==> config.mk <==
export PLATFORM = sky130hd
export DESIGN_NAME = inst_wait_stage
export DESIGN_NICKNAME = d
export VERILOG_FILES = /design/src/rtl/inst_wait_stage.sv
export SDC_FILE = /design/constraint.sdc
export NUM_CORES = 1
export LEC_CHECK = 0
export CORE_MARGIN = 4
export CORE_UTILIZATION = 48
export CTS_BUF_LIST = sky130_fd_sc_hd__clkbuf_8 sky130_fd_sc_hd__clkbuf_16
export CTS_CLUSTER_DIAMETER = 50
export DETAILED_ROUTE_END_ITERATION = 10
export MAX_ROUTING_LAYER = met4
export PLACE_DENSITY = 0.86
export SYNTH_ARGS = -nofsm -noshare
export SYNTH_HDL_FRONTEND = slang
export SYNTH_SLANG_ARGS = --single-unit
==> constraint.sdc <==
create_clock -name clk -period 6.9 [get_ports clk]
set_input_delay 2.07 -clock clk [delete_from_list [all_inputs] [get_ports clk]]
set_output_delay 2.07 -clock clk [all_outputs]
set_load 0.02 [all_outputs]
==> src/rtl/inst_wait_stage.sv <==
// Instruction wait stage: holds fetched PCs in order until their bus data arrives, then hands them to decode.
// Optional macro IW_DEPTH2_EN selects a two-entry queue (two outstanding fetches); the default is one entry.
module inst_wait_stage (
    input  logic        clk,
    input  logic        reset,
    input  logic        valid_i,
    input  logic [31:0] pc_i,
    input  logic        cancelled_i,
    input  logic        exc_i,
    input  logic        exc_miss_i,
    input  logic [4:0]  exccode_i,
    output logic        ready_o,
    input  logic        inst_data_ok,
    input  logic [31:0] inst_rdata,
    output logic        valid_o,
    output logic [31:0] pc_o,
    output logic [31:0] inst_o,
    output logic        exc_o,
    output logic        exc_miss_o,
    output logic [4:0]  exccode_o,
    input  logic        ready_i,
    input  logic        cancel_i
);
`ifdef IW_DEPTH2_EN
    localparam int D = 2;
`else
    localparam int D = 1;
`endif
    localparam int PW = 1;
    localparam logic [1:0] DEPTH = 2'(D);

    typedef struct packed {
        logic [31:0] pc;
        logic [31:0] inst;
        logic        exc;
        logic        exc_miss;
        logic [4:0]  exccode;
        logic        filled;
        logic        drop;
    } entry_t;

    entry_t          ent_q [D];
    entry_t          ent_d [D];
    logic [PW-1:0]   rd_ptr_q, rd_ptr_d;
    logic [PW-1:0]   wr_ptr_q, wr_ptr_d;
    logic [1:0]      cnt_q, cnt_d;
    entry_t          head;
    logic            pop, push, found;
    logic [PW-1:0]   idx_v, fill_idx;

    function automatic logic [PW-1:0] ptr_inc(input logic [PW-1:0] p);
        return (int'(p) == D - 1) ? '0 : p + 1'b1;
    endfunction

    // Filled implies resident: the filled bit is cleared whenever a slot pops.
    assign head    = ent_q[rd_ptr_q];
    assign pop     = head.filled && (head.drop || ready_i);
    assign ready_o = (cnt_q < DEPTH) || pop;
    assign push    = valid_i && ready_o;

    assign valid_o    = head.filled && !head.drop;
    assign pc_o       = head.pc;
    assign inst_o     = head.inst;
    assign exc_o      = head.exc;
    assign exc_miss_o = head.exc_miss;
    assign exccode_o  = head.exccode;

    always_comb begin
        found    = 1'b0;
        fill_idx = '0;
        idx_v    = '0;
        for (int k = 0; k < D; k++) begin
            idx_v = PW'((int'(rd_ptr_q) + k) % D);
            if (!found && (k < int'(cnt_q)) && !ent_q[idx_v].filled) begin
                found    = 1'b1;
                fill_idx = idx_v;
            end
        end
    end

    // Update order: fill, cancel, pop, push. Fill and pop never hit the same slot
    // (one needs unfilled, the other filled); push may reuse the slot just popped.
    always_comb begin
        for (int i = 0; i < D; i++) ent_d[i] = ent_q[i];
        rd_ptr_d = rd_ptr_q;
        wr_ptr_d = wr_ptr_q;
        cnt_d    = cnt_q + {1'b0, push} - {1'b0, pop};
        if (inst_data_ok && found) begin
            ent_d[fill_idx].inst   = inst_rdata;
            ent_d[fill_idx].filled = 1'b1;
        end
        if (cancel_i) begin
            for (int i = 0; i < D; i++) ent_d[i].drop = 1'b1;
        end
        if (pop) begin
            ent_d[rd_ptr_q].filled = 1'b0;
            ent_d[rd_ptr_q].drop   = 1'b0;
            rd_ptr_d = ptr_inc(rd_ptr_q);
        end
        if (push) begin
            ent_d[wr_ptr_q].pc       = pc_i;
            ent_d[wr_ptr_q].inst     = '0;
            ent_d[wr_ptr_q].exc      = exc_i;
            ent_d[wr_ptr_q].exc_miss = exc_miss_i;
            ent_d[wr_ptr_q].exccode  = exccode_i;
            ent_d[wr_ptr_q].filled   = exc_i;
            ent_d[wr_ptr_q].drop     = cancelled_i || cancel_i;
            wr_ptr_d = ptr_inc(wr_ptr_q);
        end
    end

    always_ff @(posedge clk) begin
        if (reset) begin
            for (int i = 0; i < D; i++) ent_q[i] <= '0;
            rd_ptr_q <= '0;
            wr_ptr_q <= '0;
            cnt_q    <= '0;
        end else begin
            for (int i = 0; i < D; i++) ent_q[i] <= ent_d[i];
            rd_ptr_q <= rd_ptr_d;
            wr_ptr_q <= wr_ptr_d;
            cnt_q    <= cnt_d;
        end
    end
endmodule

== After elaboration in Yosys (flattened, before gate mapping) ==
Memory sizes are Yosys's and may differ from the RTL's.
Index checks and enable logic that the tools add are counted.

* Reduce and logical (&&, ||, !) cells: 13
* Muxes and demuxes: 30
* Order comparisons: 6
* Add/subtract/negate cells: 4

{| class="wikitable"
|+ Operators by type and width
! operator !! number
|-
| $bwmux 73 || 9
|-
| $mux 73 || 4
|-
| $mux 41 || 2
|-
| $reduce_or 73->1 || 1
|-
| $mux 1 || 10
|-
| $mux 9 || 1
|-
| $mux 8 || 1
|-
| $logic_and 1x1->1 || 7
|-
| $mux 7 || 1
|-
| $mux 2 || 2
|-
| $logic_or 1x1->1 || 3
|-
| $add 1x1->1 const B || 2
|-
| $add 2x1->2 || 1
|-
| $ge 1x1->1 const B || 2
|-
| $logic_not 1->1 || 2
|-
| $lt 1x1->1 const B || 2
|-
| $lt 1x2->1 const A || 1
|-
| $lt 2x1->1 const B || 1
|-
| $sub 2x1->2 || 1
|}

* RAM bits: 73
* Memories kept: 1
* Register bits: 4
* Word-level logic and storage cells: 57
* Output and inout port bits: 73
* Bits of input ports: 78

{| class="wikitable"
|+ Memory list
! memory !! depth !! width !! read ports !! clocked after Yosys merged registers in !! wr ports !! RTL line !! source
|-
| ent_q || 1 || 73 || 3 || 0 || 1 || 42 || <nowiki>entry_t ent_q [D];</nowiki>
|}

== Logic depth before layout (Yosys ltp) ==
Gate-level depths: netlist of run 1.
An unclocked memory read counts as a cell.

* Word-level depth: 19
* Depth in mapped cells: 11
* Mapped depth without buffers: 9

== Least setup slack after synthesis of run 1 ==
OpenSTA, ideal clock, no wires.

* Path type: input -> output
* From: input port ready_i
* To: output port ready_o
* Arrival: 2578 ps
* Cell stages on the path: 3
* Path slack: 2252 ps
* Path buffers: 0
* Path through: o21a_1 inv_1 o21ai_0

* Word-level cells in the longest chain between the ends: 3

{| class="wikitable"
|+ RTL lines
! element !! RTL line !! source
|-
| start: declaration || 21 || <nowiki>input logic ready_i,</nowiki>
|-
| $logic_or 1x1->1 || 57 || <nowiki>assign pop = head.filled && (head.drop || ready_i);</nowiki>
|-
| $logic_and 1x1->1 || 57 ||
|-
| $logic_or 1x1->1 || 58 || <nowiki>assign ready_o = (cnt_q < DEPTH) || pop;</nowiki>
|-
| end: declaration || 12 || <nowiki>output logic ready_o,</nowiki>
|}

No other way between the ends.

== Worst setup path in the final report of run 1 ==
Ends and elaborated chain as after synthesis.

==> impl_metrics.toml, run 1 <==
[run_status]
status = "complete, no violations"

[layout]
syn2layout_area_growth_pct = 27.0
num_antenna_cells = 0
layout_common_cells = "149 x clkdlybuf4s50_1, 78 x nand2b_1, 75 x dfxtp_1"
nFillCells = 661
nets = 561
fin_cells = 588
final_common_cell = "clkdlybuf4s50_1"
seq_area_um2 = 1500
drive_gt1_frac = 0.108
multi_input_comb_area_um2 = 1780

[synthesis]
netlist_instances = 420
yosys_register_bits = 75
syn-num-nets = 501
syn-cell-area_um2 = 4010
syn_avg_cell_area_um2 = 9.55
seq_area_frac_synth = 0.374
yosysUniqueCellTypes = 26
yosys_warnings = 0

[clock_tree]
cts_hold_buf = 0
cts.sinks = 75
cts-buffers-inserted = 9
cts_buffer_depth = 2
cts_setup_buffers = 0
htree_num_levels = 3
root_buffer = "clkbuf_8"
cts_tree = "done"
post_cts_resize_count = 0
clk_pin_slew_ns = 0.07
clkLatencyLatePin_ns = 0.33

[setup_path]
startpoint_type = "primary input"
crit_fanout = 5
worstPathArrival_ns = 3.54
worstSetupEndpointType = "output pin"
reg2reg_depth = 9
cp_slowest_stage_delay_ns = 0.63
cp_common_cell = "clkdlybuf4s50_1"
cp_cell_sequence = "clkdlybuf4s50_1 > o21a_1 > inv_1 > o21ai_0 > clkdlybuf4s50_1"
crit_type = "primary input to output pin"
cp_slowest_cell = "clkdlybuf4s50_1"
required_ns = 4.83

[pwr]
power_density_nw_per_um2 = 286
peakVddDrop_mv = 0.146
p_clk_frac = 0.185
total_leakage_power_nw = 1.78
combPwrFrac = 0.434
p_int_mw = 0.913
p_switching_mw = 0.545
p_seq_frac = 0.382
switching_share = 0.374

[drt]
ant_nets = 0
routed_via_density = 5.03
firstDrtPassIters = 4
vias = 2960
drt_first_iter_violations = 67
drc = 0
wl_um = 8630
wl_per_cell_um = 14.7

[die]
die_h_um = 99.4
dieWidth_um = 99.4
core-area_um2 = 8180
num_io_pins = 151
die_area_um2 = 9880
start_util = 0.491
rows = 33

[placed_design]
gp_congestion = 0.810
dp_slack_ns = 1.29
dp_cells = 574
dpl.hpwl_um = 6020
port_buffers = 150

[grt]
grt_start_max_net_pins = 115
grt-ovfl-total = 0
grt_antenna_before_repair = 0
track_usage = 0.180
grt_pass1_wl_um = 14200
grt_pass1_vias = 3096

[timing]
rsz0062_at_grt = "no"
skew_ns = 0.00671
slew_violations = 0
max_freq_mhz = 178
layout_setup_ws_ns = 1.29
setup_tns_ns = 0
hold_violations = 0
min_period_ns = 5.61
relSlewSlack = 0.209
min_period_over_period = 0.813
tightest_slew_ns = 1.19
finalSetupViolations = 0

[hold_path]
whs_path_depth = 2
hp-class = "register to register"

[run]
maxCapViolCount = 0
## final cells by class
class | instances | share of cell area
clock buffer | 9 | 0.0243
clock inverter | 5 | 0.00466
inverter | 6 | 0.00442
multi-input combinational | 236 | 0.349
sequential | 75 | 0.295
tap | 105 | 0.0258
timing repair buffer | 152 | 0.297
## sequential cells by signal, indices dropped and copies added, names as in the netlist
| name | cells |
|---|---|
| cnt_q | 2 |
| ent_q | 73 |
## stage by stage
| stage | power, mW | area [um^2] | utilization | hold slack [ns] |
|---|---|---|---|---|
| after floorplan | 1.07 | 4010 | - | 0.449 |
| after global placement | 1.19 | 4950 | 0.605 | 0.457 |
| after detailed placement | 1.20 | 4950 | 0.605 | 0.465 |
| after CTS | 1.48 | 5100 | 0.623 | 0.479 |
| after global routing | 1.54 | 5100 | 0.623 | 0.503 |
| final | 1.46 | 5100 | 0.623 | 0.475 |
## Yosys cell counts
cell	n	share of area
a211oi_2	32	0.10
and2_1	1	0.0016
o21ai_0	35	0.044
nor2_1	2	0.0019
mux2i_1	39	0.097
nand3_1	32	0.040
buf_4	69	0.13
xor2_1	1	0.0022
a22oi_1	1	0.0019
nand2b_1	78	0.12
clkbuf_1	18	0.017
inv_1	4	0.0037
buf_6	8	0.022
o21a_1	2	0.0037
buf_2	8	0.010
ha_1	3	0.0094
o21ba_1	1	0.0025
o21bai_2	1	0.0028
a221oi_1	1	0.0022
inv_2	2	0.0019
o2111ai_1	1	0.0022
dfxtp_1	75	0.37
nor3_1	1	0.0012
a21oi_1	1	0.0012
a211oi_1	1	0.0019
nor2b_1	3	0.0047
## power groups by stage
stage	Sequential (mW)	Clock, mW	Combinational [mW]
3_3_place_gp	0.560	0	0.625
2_1_floorplan	0.555	0	0.520
6_report	0.557	0.269	0.632
5_1_grt	0.567	0.297	0.680
4_1_cts	0.557	0.283	0.641
3_5_place_dp	0.565	0	0.637
## worst max-delay path: cells and delay by family
family | cells | cell delay [ns]
buf+inv | 3 | 1.20
compound gates | 2 | 0.28
## metal layers
metal  track usage  vias to the layer above  routed length [um]
li1              -                     1470                   -
met1         0.204                     1355                3570
met2         0.289                      122                4070
met3        0.0666                       13                 868
met4        0.0693                        0                 125
met5             -                        -                   0
## worst paths after layout
kind,start,to,slack [ns]
worst max register to register,ent_q[0][1],cnt_q[1],4.62
worst max-delay path,ready_i,ready_o,1.29
worst min register to register,ent_q[0][7],ent_q[0][7],0.48
worst min-delay path,ent_q[0][7],ent_q[0][7],0.48
## logic make-up after synthesis
group,count (synthesis),synth area share
compound gates,76,0.162
xor+xnor,1,0.00218
fa+ha+maj,3,0.00936
buf+inv,109,0.184
flops,75,0.374
mux,39,0.0973
simple gates,117,0.171
Note: power is estimated with default switching activity, not from simulation.
==> inputs of run 2 (changes only) <==
--- a/config.mk
+++ b/config.mk
@@ -6,12 +6,12 @@
 export NUM_CORES = 1
 export LEC_CHECK = 0
 export CORE_MARGIN = 4
-export CORE_UTILIZATION = 48
+export CORE_UTILIZATION = 45
 export CTS_BUF_LIST = sky130_fd_sc_hd__clkbuf_8 sky130_fd_sc_hd__clkbuf_16
 export CTS_CLUSTER_DIAMETER = 50
 export DETAILED_ROUTE_END_ITERATION = 10
 export MAX_ROUTING_LAYER = met4
-export PLACE_DENSITY = 0.86
+export PLACE_DENSITY = 0.81
 export SYNTH_ARGS = -nofsm -noshare
 export SYNTH_HDL_FRONTEND = slang
 export SYNTH_SLANG_ARGS = --single-unit
==> constraint.sdc (replaced) <==
create_clock -name clk -period 5.5 [get_ports clk]
set_input_delay 1.65 -clock clk [delete_from_list [all_inputs] [get_ports clk]]
set_output_delay 1.65 -clock clk [all_outputs]
set_load 0.02 [all_outputs]
==> run 2 against run 1 <==
Sequential share of layout area is 0.74 points lower. Sequential power is 25% higher. Critical path type unchanged. Register-to-register slack worse by 1.5 ns. Core utilization is 2.1 points lower. First-iteration DRC count is 10% lower. Die area is 6.1% higher. Largest cell class unchanged.
==> impl_metrics.toml, run 2 (same netlist as run 1, synthesis figures left out) <==
[pwr]
finalPower_mw = 2.06
peakVddDrop_mv = 0.184
total_leakage_power_nw = 1.84
power_density_nw_per_um2 = 395

[clock_tree]
cts_setup_buffers = 0
cts-buffers-inserted = 9
htree_num_levels = 3
cts_buffer_depth = 2
clkLatencyLatePin_ns = 0.34
cts_hold_buf = 0
post_cts_resize_count = 0
cts_tree = "done"
root_buffer = "clkbuf_8"
clk_pin_slew_ns = 0.07
cts.sinks = 75

[timing]
relSlewSlack = 0.168
tightest_slew_ns = 1.25
setup_tns_ns = 0
hold_violations = 0
min_period_over_period = 0.868
rsz0062_at_grt = "no"
min_period_ns = 4.77
max_freq_mhz = 209
skew_ns = 0.0127
slew_violations = 0
finalSetupViolations = 0

[setup_path]
regToRegStartpoint = "ent_q[0][0]"
cp_slowest_cell = "clkdlybuf4s50_1"
crit_buf_inv = 3
crit_fanout = 5
required_ns = 3.85
cp_cell_sequence = "clkdlybuf4s50_1 > o21a_1 > inv_1 > o21ai_0 > clkdlybuf4s50_1"
worstPathArrival_ns = 3.12
crit_type = "primary input to output pin"
worstReg2RegEnd = "cnt_q[1]"
cp_slowest_stage_delay_ns = 0.63
cp_common_cell = "clkdlybuf4s50_1"
reg2reg_depth = 9
cp_top_family = "buffers and inverters"
worstSetupEndpointType = "output pin"
r2r_setup_slack_ns = 3.17
startpoint_type = "primary input"

[drt]
drt_first_iter_violations = 60
firstDrtPassIters = 6
drc = 0
routed_via_density = 5.02
wl_um = 8840
wl_per_cell_um = 14.9
ant_nets = 0
vias = 2975

[die]
num_io_pins = 151
core-area_um2 = 8680
start_util = 0.462
die_h_um = 102
die_area_um2 = 10500
dieWidth_um = 102
rows = 34

[placed_design]
port_buffers = 150
dpl.hpwl_um = 5970
gp_congestion = 0.756

[run]
maxCapViolCount = 0

[grt]
grt_pass1_vias = 2890
grt_antenna_before_repair = 0
grt_pass1_wl_um = 14000
track_usage = 0.171
grt-ovfl-total = 0
grt_start_max_net_pins = 115

[layout]
syn2layout_area_growth_pct = 30.3
final_common_cell = "clkdlybuf4s50_1"
drive_gt1_frac = 0.111
nets = 561
nFillCells = 738
layout_common_cells = "149 x clkdlybuf4s50_1, 78 x nand2b_1, 75 x dfxtp_1"
top_register = "ent_q"
num_antenna_cells = 0
reg_top3 = "ent_q (73), cnt_q (2)"
largest_register_ff_count = 73

[hold_path]
whs_endpoint = "ent_q[0][66]"
whs_path_depth = 2
hp-start = "ent_q[0][66]"
hp-class = "register to register"

[run_status]
status = "complete, no violations"
==> run 2: cell types whose count changed in the layout (fill, tap and decap cells not counted), sizes merged <==
cell | before | now
bufinv | 0 | 4
clkbuf | 9 | 11
clkinv | 4 | 0
==> run 2: worst max-delay path by stage <==
stage	from	cells past startpoint	end
floorplan	ready_i	3	ready_o
global placement	ready_i	5	ready_o
detailed placement	ready_i	5	ready_o
CTS	ready_i	5	ready_o
global route	ready_i	5	ready_o
finish	ready_i	5	ready_o
==> run 2: worst register-to-register path: stages (launching register included) <==
cell and delay, ns:
dfxtp_1 0.40, o21a_1 0.25, o21a_4 0.55, inv_2 0.09, ha_1 0.31, inv_1 0.05
ha_1 0.15, xor2_1 0.18, and2_1 0.15, nor3_1 0.04
==> run 2: layout make-up <==
cell class / count / area (um^2) / share of cell area
clock buffers: 11 / 151 / 0.0290
well taps: 108 / 135 / 0.0258
repair buffers: 152 / 1510 / 0.290
inverters: 6 / 22.5 / 0.00431
clock inverters: 5 / 124 / 0.0237
multi-input cells: 236 / 1780 / 0.340
flip-flops and latches: 75 / 1500 / 0.287
==> run 2: per-layer routing <==
layer / vias to the layer above / GRT usage / wire length [um]
li1: 1471 / - / -
met2: 125 / 0.253 / 3980
met5: - / - / 0
met1: 1368 / 0.214 / 3760
met4: 0 / 0.0565 / 114
met3: 11 / 0.0676 / 991
==> run 2: where the power goes <==
group          switching [mW]  leakage [nW]  internal (mW)  total, mW
logic                   0.445          1.09          0.351      0.796
clock network           0.199         0.141          0.371      0.570
registers              0.0592         0.613          0.639      0.698
==> run 2: per-stage QoR <==
stage               instances  hold slack (ns)   util  setup WS [ns]  area [um^2]
global route              593            0.497  0.602          0.602         5230
CTS                       593            0.480  0.602          0.719         5230
finish                    593            0.475  0.602          0.726         5230
global placement          577            0.457  0.571          0.761         4950
detailed placement        577            0.461  0.571          0.720         4950
floorplan                 420            0.449      -           1.69         4010
